[config.mk]
export PLATFORM = sky130hd
export DESIGN_NAME = axil_sram_bridge_flat
export DESIGN_NICKNAME = d
export VERILOG_FILES = /design/src/rtl/axil_sram_bridge_if.sv /design/src/rtl/axil_sram_bridge.sv /design/src/flat_wrapper.sv
export SDC_FILE = /design/constraint.sdc
export NUM_CORES = 1
export LEC_CHECK = 0
export ABC_AREA = 1
export CORE_ASPECT_RATIO = 0.9
export CORE_MARGIN = 2
export CORE_UTILIZATION = 30
export DETAILED_ROUTE_END_ITERATION = 6
export GPL_TIMING_DRIVEN = 0
export SLEW_MARGIN = 20
export SYNTH_ARGS = -nofsm -noshare
export SYNTH_HDL_FRONTEND = slang
export SYNTH_SLANG_ARGS = --single-unit
export TNS_END_PERCENT = 30
[constraint.sdc]
create_clock -name clk -period 6.91 [get_ports clk]
set_clock_uncertainty 0.1 [all_clocks]
set_input_delay 1.382 -clock clk [delete_from_list [all_inputs] [get_ports clk]]
set_output_delay 1.382 -clock clk [all_outputs]
set_load 0.02 [all_outputs]
[src/rtl/axil_sram_bridge_if.sv]
// AXI4-Lite slave channels plus the single-cycle SRAM request/response bus
// that axil_sram_bridge sits between.
interface axil_sram_bridge_if #(
  parameter int unsigned ADDR_WIDTH = 32,
  parameter int unsigned DATA_WIDTH = 32
);
  localparam int unsigned STRB_WIDTH = DATA_WIDTH / 8;

  logic [ADDR_WIDTH-1:0] s_araddr;
  logic                  s_arvalid;
  logic                  s_arready;
  logic [DATA_WIDTH-1:0] s_rdata;
  logic [1:0]            s_rresp;
  logic                  s_rvalid;
  logic                  s_rready;
  logic [ADDR_WIDTH-1:0] s_awaddr;
  logic                  s_awvalid;
  logic                  s_awready;
  logic [DATA_WIDTH-1:0] s_wdata;
  logic [STRB_WIDTH-1:0] s_wstrb;
  logic                  s_wvalid;
  logic                  s_wready;
  logic [1:0]            s_bresp;
  logic                  s_bvalid;
  logic                  s_bready;

  logic [ADDR_WIDTH-1:0] m_araddr;
  logic                  m_ren;
  logic [DATA_WIDTH-1:0] m_rdata;
  logic [1:0]            m_rresp;
  logic                  m_rvalid;
  logic [ADDR_WIDTH-1:0] m_awaddr;
  logic [DATA_WIDTH-1:0] m_wdata;
  logic [STRB_WIDTH-1:0] m_wstrb;
  logic                  m_wen;
  logic [1:0]            m_bresp;
  logic                  m_bvalid;

  // Bridge view: AXI slave on the s_ side, memory requester on the m_ side.
  modport slave (
    input  s_araddr, s_arvalid, s_rready, s_awaddr, s_awvalid,
    input  s_wdata, s_wstrb, s_wvalid, s_bready,
    output s_arready, s_rdata, s_rresp, s_rvalid, s_awready, s_wready, s_bresp, s_bvalid,
    output m_araddr, m_ren, m_awaddr, m_wdata, m_wstrb, m_wen,
    input  m_rdata, m_rresp, m_rvalid, m_bresp, m_bvalid
  );

  // Environment view: AXI master plus the memory model.
  modport master (
    output s_araddr, s_arvalid, s_rready, s_awaddr, s_awvalid,
    output s_wdata, s_wstrb, s_wvalid, s_bready,
    input  s_arready, s_rdata, s_rresp, s_rvalid, s_awready, s_wready, s_bresp, s_bvalid,
    input  m_araddr, m_ren, m_awaddr, m_wdata, m_wstrb, m_wen,
    output m_rdata, m_rresp, m_rvalid, m_bresp, m_bvalid
  );
endinterface

[src/rtl/axil_sram_bridge.sv]
// AXI4-Lite slave to single-cycle SRAM bridge: one memory access in flight,
// read/write alternation when both pend, and a response timeout.
module axil_sram_bridge #(
  parameter int unsigned ADDR_WIDTH = 32,
  parameter int unsigned DATA_WIDTH = 32,
  parameter int unsigned TIMEOUT    = 255
) (
  input logic               clk,
  input logic               rst,
  axil_sram_bridge_if.slave bus
);
  localparam int unsigned STRB_WIDTH = DATA_WIDTH / 8;
  localparam logic [7:0]  TimeoutCnt = 8'(TIMEOUT);

  typedef enum logic [2:0] {
    StIdle, StRdReq, StRdWait, StRdResp, StWrReq, StWrWait, StWrResp
  } state_e;

  state_e                state_q, state_d;
  logic                  aw_full_q, aw_full_d;
  logic                  w_full_q, w_full_d;
  logic                  prio_read_q, prio_read_d;
  logic [7:0]            cnt_q, cnt_d;
  logic [ADDR_WIDTH-1:0] araddr_q, awaddr_q;
  logic [DATA_WIDTH-1:0] wdata_q;
  logic [STRB_WIDTH-1:0] wstrb_q;
  logic [DATA_WIDTH-1:0] rdata_q, rdata_d;
  logic [1:0]            rresp_q, rresp_d;
  logic [1:0]            bresp_q, bresp_d;

  logic       wr_ok, arready, ar_hs, aw_hs, w_hs;
  logic [7:0] cnt_inc;

  assign wr_ok   = aw_full_q & w_full_q;
  assign arready = (state_q == StIdle) & (~wr_ok | prio_read_q);
  assign ar_hs   = bus.s_arvalid & arready;
  assign aw_hs   = bus.s_awvalid & ~aw_full_q;
  assign w_hs    = bus.s_wvalid & ~w_full_q;
  assign cnt_inc = cnt_q + 8'd1;

  always_comb begin
    state_d     = state_q;
    aw_full_d   = aw_full_q | aw_hs;
    w_full_d    = w_full_q | w_hs;
    prio_read_d = prio_read_q;
    cnt_d       = cnt_q;
    rdata_d     = rdata_q;
    rresp_d     = rresp_q;
    bresp_d     = bresp_q;
    unique case (state_q)
      StIdle: begin
        if (ar_hs) begin
          state_d = StRdReq;
        end else if (wr_ok) begin
          state_d   = StWrReq;
          aw_full_d = 1'b0;
          w_full_d  = 1'b0;
        end
      end
      StRdReq: begin
        state_d = StRdWait;
        cnt_d   = 8'd0;
      end
      StRdWait: begin
        if (bus.m_rvalid) begin
          rdata_d = bus.m_rdata;
          rresp_d = bus.m_rresp;
          state_d = StRdResp;
        end else begin
          cnt_d = cnt_inc;
          if (cnt_inc == TimeoutCnt) begin
            rdata_d = '0;
            rresp_d = 2'b10;
            state_d = StRdResp;
          end
        end
      end
      StRdResp: begin
        if (bus.s_rready) begin
          state_d     = StIdle;
          prio_read_d = 1'b0;
        end
      end
      StWrReq: begin
        state_d = StWrWait;
        cnt_d   = 8'd0;
      end
      StWrWait: begin
        if (bus.m_bvalid) begin
          bresp_d = bus.m_bresp;
          state_d = StWrResp;
        end else begin
          cnt_d = cnt_inc;
          if (cnt_inc == TimeoutCnt) begin
            bresp_d = 2'b10;
            state_d = StWrResp;
          end
        end
      end
      StWrResp: begin
        if (bus.s_bready) begin
          state_d     = StIdle;
          prio_read_d = 1'b1;
        end
      end
      default: state_d = StIdle;
    endcase
  end

  always_ff @(posedge clk or posedge rst) begin
    if (rst) begin
      state_q     <= StIdle;
      aw_full_q   <= 1'b0;
      w_full_q    <= 1'b0;
      prio_read_q <= 1'b0;
      cnt_q       <= 8'd0;
      araddr_q    <= '0;
      awaddr_q    <= '0;
      wdata_q     <= '0;
      wstrb_q     <= '0;
      rdata_q     <= '0;
      rresp_q     <= 2'b00;
      bresp_q     <= 2'b00;
    end else begin
      state_q     <= state_d;
      aw_full_q   <= aw_full_d;
      w_full_q    <= w_full_d;
      prio_read_q <= prio_read_d;
      cnt_q       <= cnt_d;
      rdata_q     <= rdata_d;
      rresp_q     <= rresp_d;
      bresp_q     <= bresp_d;
      if (ar_hs) araddr_q <= bus.s_araddr;
      // A new AW/W may land during WR_REQ; m_wen has already sampled the old values.
      if (aw_hs) awaddr_q <= bus.s_awaddr;
      if (w_hs) begin
        wdata_q <= bus.s_wdata;
        wstrb_q <= bus.s_wstrb;
      end
    end
  end

  assign bus.s_arready = arready;
  assign bus.s_awready = ~aw_full_q;
  assign bus.s_wready  = ~w_full_q;
  assign bus.s_rdata   = rdata_q;
  assign bus.s_rresp   = rresp_q;
  assign bus.s_rvalid  = (state_q == StRdResp);
  assign bus.s_bresp   = bresp_q;
  assign bus.s_bvalid  = (state_q == StWrResp);
  assign bus.m_araddr  = araddr_q;
  assign bus.m_ren     = (state_q == StRdReq);
  assign bus.m_awaddr  = awaddr_q;
  assign bus.m_wdata   = wdata_q;
  assign bus.m_wstrb   = wstrb_q;
  assign bus.m_wen     = (state_q == StWrReq);
endmodule

[src/flat_wrapper.sv]
// flat-port wrapper written by rule: the top's interface ports become plain ports
module axil_sram_bridge_flat 
#(
  parameter int unsigned ADDR_WIDTH = 32,
  parameter int unsigned DATA_WIDTH = 32,
  parameter int unsigned TIMEOUT    = 255
)
  (clk, rst, bus_s_araddr, bus_s_arvalid, bus_s_rready, bus_s_awaddr, bus_s_awvalid, bus_s_wdata, bus_s_wstrb, bus_s_wvalid, bus_s_bready, bus_s_arready, bus_s_rdata, bus_s_rresp, bus_s_rvalid, bus_s_awready, bus_s_wready, bus_s_bresp, bus_s_bvalid, bus_m_araddr, bus_m_ren, bus_m_awaddr, bus_m_wdata, bus_m_wstrb, bus_m_wen, bus_m_rdata, bus_m_rresp, bus_m_rvalid, bus_m_bresp, bus_m_bvalid);
  axil_sram_bridge_if #(.ADDR_WIDTH(ADDR_WIDTH), .DATA_WIDTH(DATA_WIDTH)) bus_i ();
  input logic clk;
  input logic rst;
  input wire logic [$bits(bus_i.s_araddr)-1:0] bus_s_araddr;
  input wire logic [$bits(bus_i.s_arvalid)-1:0] bus_s_arvalid;
  input wire logic [$bits(bus_i.s_rready)-1:0] bus_s_rready;
  input wire logic [$bits(bus_i.s_awaddr)-1:0] bus_s_awaddr;
  input wire logic [$bits(bus_i.s_awvalid)-1:0] bus_s_awvalid;
  input wire logic [$bits(bus_i.s_wdata)-1:0] bus_s_wdata;
  input wire logic [$bits(bus_i.s_wstrb)-1:0] bus_s_wstrb;
  input wire logic [$bits(bus_i.s_wvalid)-1:0] bus_s_wvalid;
  input wire logic [$bits(bus_i.s_bready)-1:0] bus_s_bready;
  output wire logic [$bits(bus_i.s_arready)-1:0] bus_s_arready;
  output wire logic [$bits(bus_i.s_rdata)-1:0] bus_s_rdata;
  output wire logic [$bits(bus_i.s_rresp)-1:0] bus_s_rresp;
  output wire logic [$bits(bus_i.s_rvalid)-1:0] bus_s_rvalid;
  output wire logic [$bits(bus_i.s_awready)-1:0] bus_s_awready;
  output wire logic [$bits(bus_i.s_wready)-1:0] bus_s_wready;
  output wire logic [$bits(bus_i.s_bresp)-1:0] bus_s_bresp;
  output wire logic [$bits(bus_i.s_bvalid)-1:0] bus_s_bvalid;
  output wire logic [$bits(bus_i.m_araddr)-1:0] bus_m_araddr;
  output wire logic [$bits(bus_i.m_ren)-1:0] bus_m_ren;
  output wire logic [$bits(bus_i.m_awaddr)-1:0] bus_m_awaddr;
  output wire logic [$bits(bus_i.m_wdata)-1:0] bus_m_wdata;
  output wire logic [$bits(bus_i.m_wstrb)-1:0] bus_m_wstrb;
  output wire logic [$bits(bus_i.m_wen)-1:0] bus_m_wen;
  input wire logic [$bits(bus_i.m_rdata)-1:0] bus_m_rdata;
  input wire logic [$bits(bus_i.m_rresp)-1:0] bus_m_rresp;
  input wire logic [$bits(bus_i.m_rvalid)-1:0] bus_m_rvalid;
  input wire logic [$bits(bus_i.m_bresp)-1:0] bus_m_bresp;
  input wire logic [$bits(bus_i.m_bvalid)-1:0] bus_m_bvalid;
  assign bus_i.s_araddr = bus_s_araddr;
  assign bus_i.s_arvalid = bus_s_arvalid;
  assign bus_i.s_rready = bus_s_rready;
  assign bus_i.s_awaddr = bus_s_awaddr;
  assign bus_i.s_awvalid = bus_s_awvalid;
  assign bus_i.s_wdata = bus_s_wdata;
  assign bus_i.s_wstrb = bus_s_wstrb;
  assign bus_i.s_wvalid = bus_s_wvalid;
  assign bus_i.s_bready = bus_s_bready;
  assign bus_s_arready = bus_i.s_arready;
  assign bus_s_rdata = bus_i.s_rdata;
  assign bus_s_rresp = bus_i.s_rresp;
  assign bus_s_rvalid = bus_i.s_rvalid;
  assign bus_s_awready = bus_i.s_awready;
  assign bus_s_wready = bus_i.s_wready;
  assign bus_s_bresp = bus_i.s_bresp;
  assign bus_s_bvalid = bus_i.s_bvalid;
  assign bus_m_araddr = bus_i.m_araddr;
  assign bus_m_ren = bus_i.m_ren;
  assign bus_m_awaddr = bus_i.m_awaddr;
  assign bus_m_wdata = bus_i.m_wdata;
  assign bus_m_wstrb = bus_i.m_wstrb;
  assign bus_m_wen = bus_i.m_wen;
  assign bus_i.m_rdata = bus_m_rdata;
  assign bus_i.m_rresp = bus_m_rresp;
  assign bus_i.m_rvalid = bus_m_rvalid;
  assign bus_i.m_bresp = bus_m_bresp;
  assign bus_i.m_bvalid = bus_m_bvalid;
  axil_sram_bridge #(.ADDR_WIDTH(ADDR_WIDTH), .DATA_WIDTH(DATA_WIDTH), .TIMEOUT(TIMEOUT)) u_core (.clk(clk), .rst(rst), .bus(bus_i));
endmodule
==> out/summary.txt <==
run status - completed
Synth async-reset ratio - 100%
synthesized instance count - 509
CP max-delay cell - clkdlybuf4s50_1
Initial Utilization - 30.3%
post-synth top area share - 60.0%
initial DRC count - 134
Die Y - 141 um
# clock sinks - 150
RR Endpoint - u_core.bus.s_rdata[29]
IO Port Bufs - 287
largest net degree at the start of global routing - 89
Ys Warns - 0
CTS buffer count - 17
Worst Hold End - u_core.bus.m_araddr[20]
Final min period - 3590 ps
Setup crit end kind - output port
share of layout cells above drive strength 1 - 19.7%
Synth Register Bits - 150
Placed Instance Area - 9490 um2
max_cap viols - 0
post-CTS sizing - 0
slack of the worst reg-to-reg path - 5010 ps
global-route wire length before repair - 27100 um
Worst setup SP type - flop
DRT antenna net count - 0
GPL Wtd Cong - 0.758
Clock Pin Slew Worst Setup and Hold Paths - 60 ps
total leakage power - 4.42 nW
synthesis-to-layout area growth - 62.2%
Crit Path Class - reg -> out
Register-to-Register Path Depth - 10
Diodes inserted - 0
WP data arrival - 2110 ps
Worst path max stage delay - 710 ps
Post-synth EDFFs - 0
drt drc - 0
Clock Path Buffers - 2
top cells by area, synth - dfrtp_1 60%, mux2_2 13%, nand2_1 7.0%
Netlist Area Pre-Place - 6260 um2
register area share after synthesis - 60.0%
Most used DFF post-synth - dfrtp_1
syn_nets - 656
via count - 4907
drt pass-1 iters - 4
Avg Cell Area, Syn - 12.3 um2
vias in the first global route - 5282
grt ovf - 0
top-count cell post-synth - dfrtp_1
Post-layout nets - 963
fin. max-slew vios - 0
Slew @ Worst Pin - 539 ps
Hold Crit Depth - 1
final instance area - 10100 um2
Hold Crit Class - reg -> reg
crit path max fanout - 6
FMAX - 279 MHz
io pins - 288
Clock Latency Late Sink - 410 ps
worst hold slack - 387 ps
initial antenna violation count - 0
gr usage total - 15.6%
Synth cell types - 31
area leader, netlist - dfrtp_1
Detailed Route WL - 16800 um
PwrDens - 476 nW/um2
WL/cell - 15.4 um
hold_buf cts - 0
H-tree Lvls - 4
CTS tree - built
Worst EP required - 5430 ps
detailed placement HPWL - 12900 um
DR vias/cell - 4.51
Final Hold Vio Count - 0
number of placement rows - 50
post-CTS setup buffers - 0
top post-synthesis cells by count - 150 x dfrtp_1, 117 x nand2_1, 73 x mux2_2
Hold Path Origin - u_core.bus.m_araddr[20]
RSZ-0062 raised after global routing - false
full die area - 22000 um2
Die Wd - 156 um
critical-path cell list - inv_2 > nand2_1 > nor2_1 > clkdlybuf4s50_1
Max IR drop VDD - 0.229 mV
Layout Utilization - 49.2%
Setup Viol. Count Final - 0
Final Cycle Share - 51.9%
Core Region - 20600 um2
clock root buffer - clkbuf_16
Crit Reg-Reg Startpoint - u_core.cnt_q[0]
relative slew slack - 64.0%
[through the flow]
stage / setup WS, ps / setup TNS (ps) / instances / total power, mW
5_1_grt: 3210 / 0 / 1088 / 5.12
4_1_cts: 3270 / 0 / 1088 / 4.90
6_report: 3320 / 0 / 1088 / 4.83
3_3_place_gp: -560 / -82620 / 1056 / 3.78
3_5_place_dp: 3720 / 0 / 1057 / 3.83
2_1_floorplan: 1390 / 0 / 509 / 2.70
[cells in the final DEF (no fill, tap or decap), drive strengths merged, types with 2 or more instances in the layout]
| master | netlist | layout |
|---|---|---|
| bufinv | 0 | 6 |
| or2 | 2 | 2 |
| clkinv | 0 | 5 |
| mux2 | 100 | 100 |
| ha | 2 | 2 |
| clkbuf | 3 | 22 |
| inv | 25 | 26 |
| o21ai | 14 | 14 |
| clkdlybuf4s50 | 0 | 287 |
| buf | 16 | 17 |
| nor3 | 4 | 4 |
| nand3 | 51 | 51 |
| nand2 | 118 | 118 |
| dfrtp | 150 | 150 |
| nor2 | 16 | 16 |
[worst max-delay path, delay by kind of cell (launching register included)]
| family | cells | cell delay, ps |
|---|---|---|
| buffers and inverters | 2 | 810 |
| flip-flops | 1 | 440 |
| AND/OR/NAND/NOR | 2 | 430 |
[state kept, by name, indices dropped and copies added, names as in the netlist]
register and cells:
u_core.bus.s_rdata 32, u_core.w_full_q 1, u_core.bus.m_wstrb 4, u_core.prio_read_q 1, u_core.state_q 3, u_core.aw_full_q 1, u_core.bus.s_bresp 2, u_core.bus.m_wdata 32
u_core.bus.m_awaddr 32, u_core.cnt_q 8, u_core.bus.s_rresp 2, u_core.bus.m_araddr 32
[where the power goes]
| part | leakage [nW] | internal (mW) | total (mW) | switching [mW] |
|---|---|---|---|---|
| Sequential | 1.81 | 1.30 | 1.55 | 0.251 |
| Clock | 0.321 | 0.677 | 1.03 | 0.355 |
| Combinational | 2.28 | 1.14 | 2.24 | 1.10 |
| Total | 4.42 | 3.12 | 4.83 | 1.71 |
[metal layers]
layer,vias to the layer above,track usage (%),part of all wire [%]
li1,2303,-,-
met1,2362,17.8,41
met2,219,26.1,48
met3,23,6.73,10
met4,0,5.17,1.7
met5,-,0,0
[cell type report]
class / count / area, um2
clock inverter: 12 / 225
sequential: 150 / 3750
tap: 260 / 325
timing repair buffer: 288 / 2900
multi-input combinational: 315 / 2280
clock buffer: 19 / 433
buffer: 19 / 129
fill: 1837 / 10500
inverter: 25 / 101
[how the worst max path moves through the flow]
stage	from	end	slack, ps
6_report	u_core.state_q[1]	bus_m_wen	3320
5_1_grt	u_core.state_q[1]	bus_m_wen	3210
4_1_cts	u_core.state_q[1]	bus_m_wen	3270
3_5_place_dp	u_core.state_q[1]	bus_m_wen	3720
3_3_place_gp	rst	u_core.bus.m_araddr[6]	-560
2_1_floorplan	rst	u_core.aw_full_q	1390
[logic make-up after synthesis]
family / after synthesis / share of synthesized area [%]
simple gates: 194 / 16.3
flops: 150 / 60.0
mux: 100 / 18.0
buf+inv: 44 / 3.56
compound gates: 18 / 1.68
fa+ha+maj: 2 / 0.400
xor+xnor: 1 / 0.140
(Power assumes the default switching activity.)
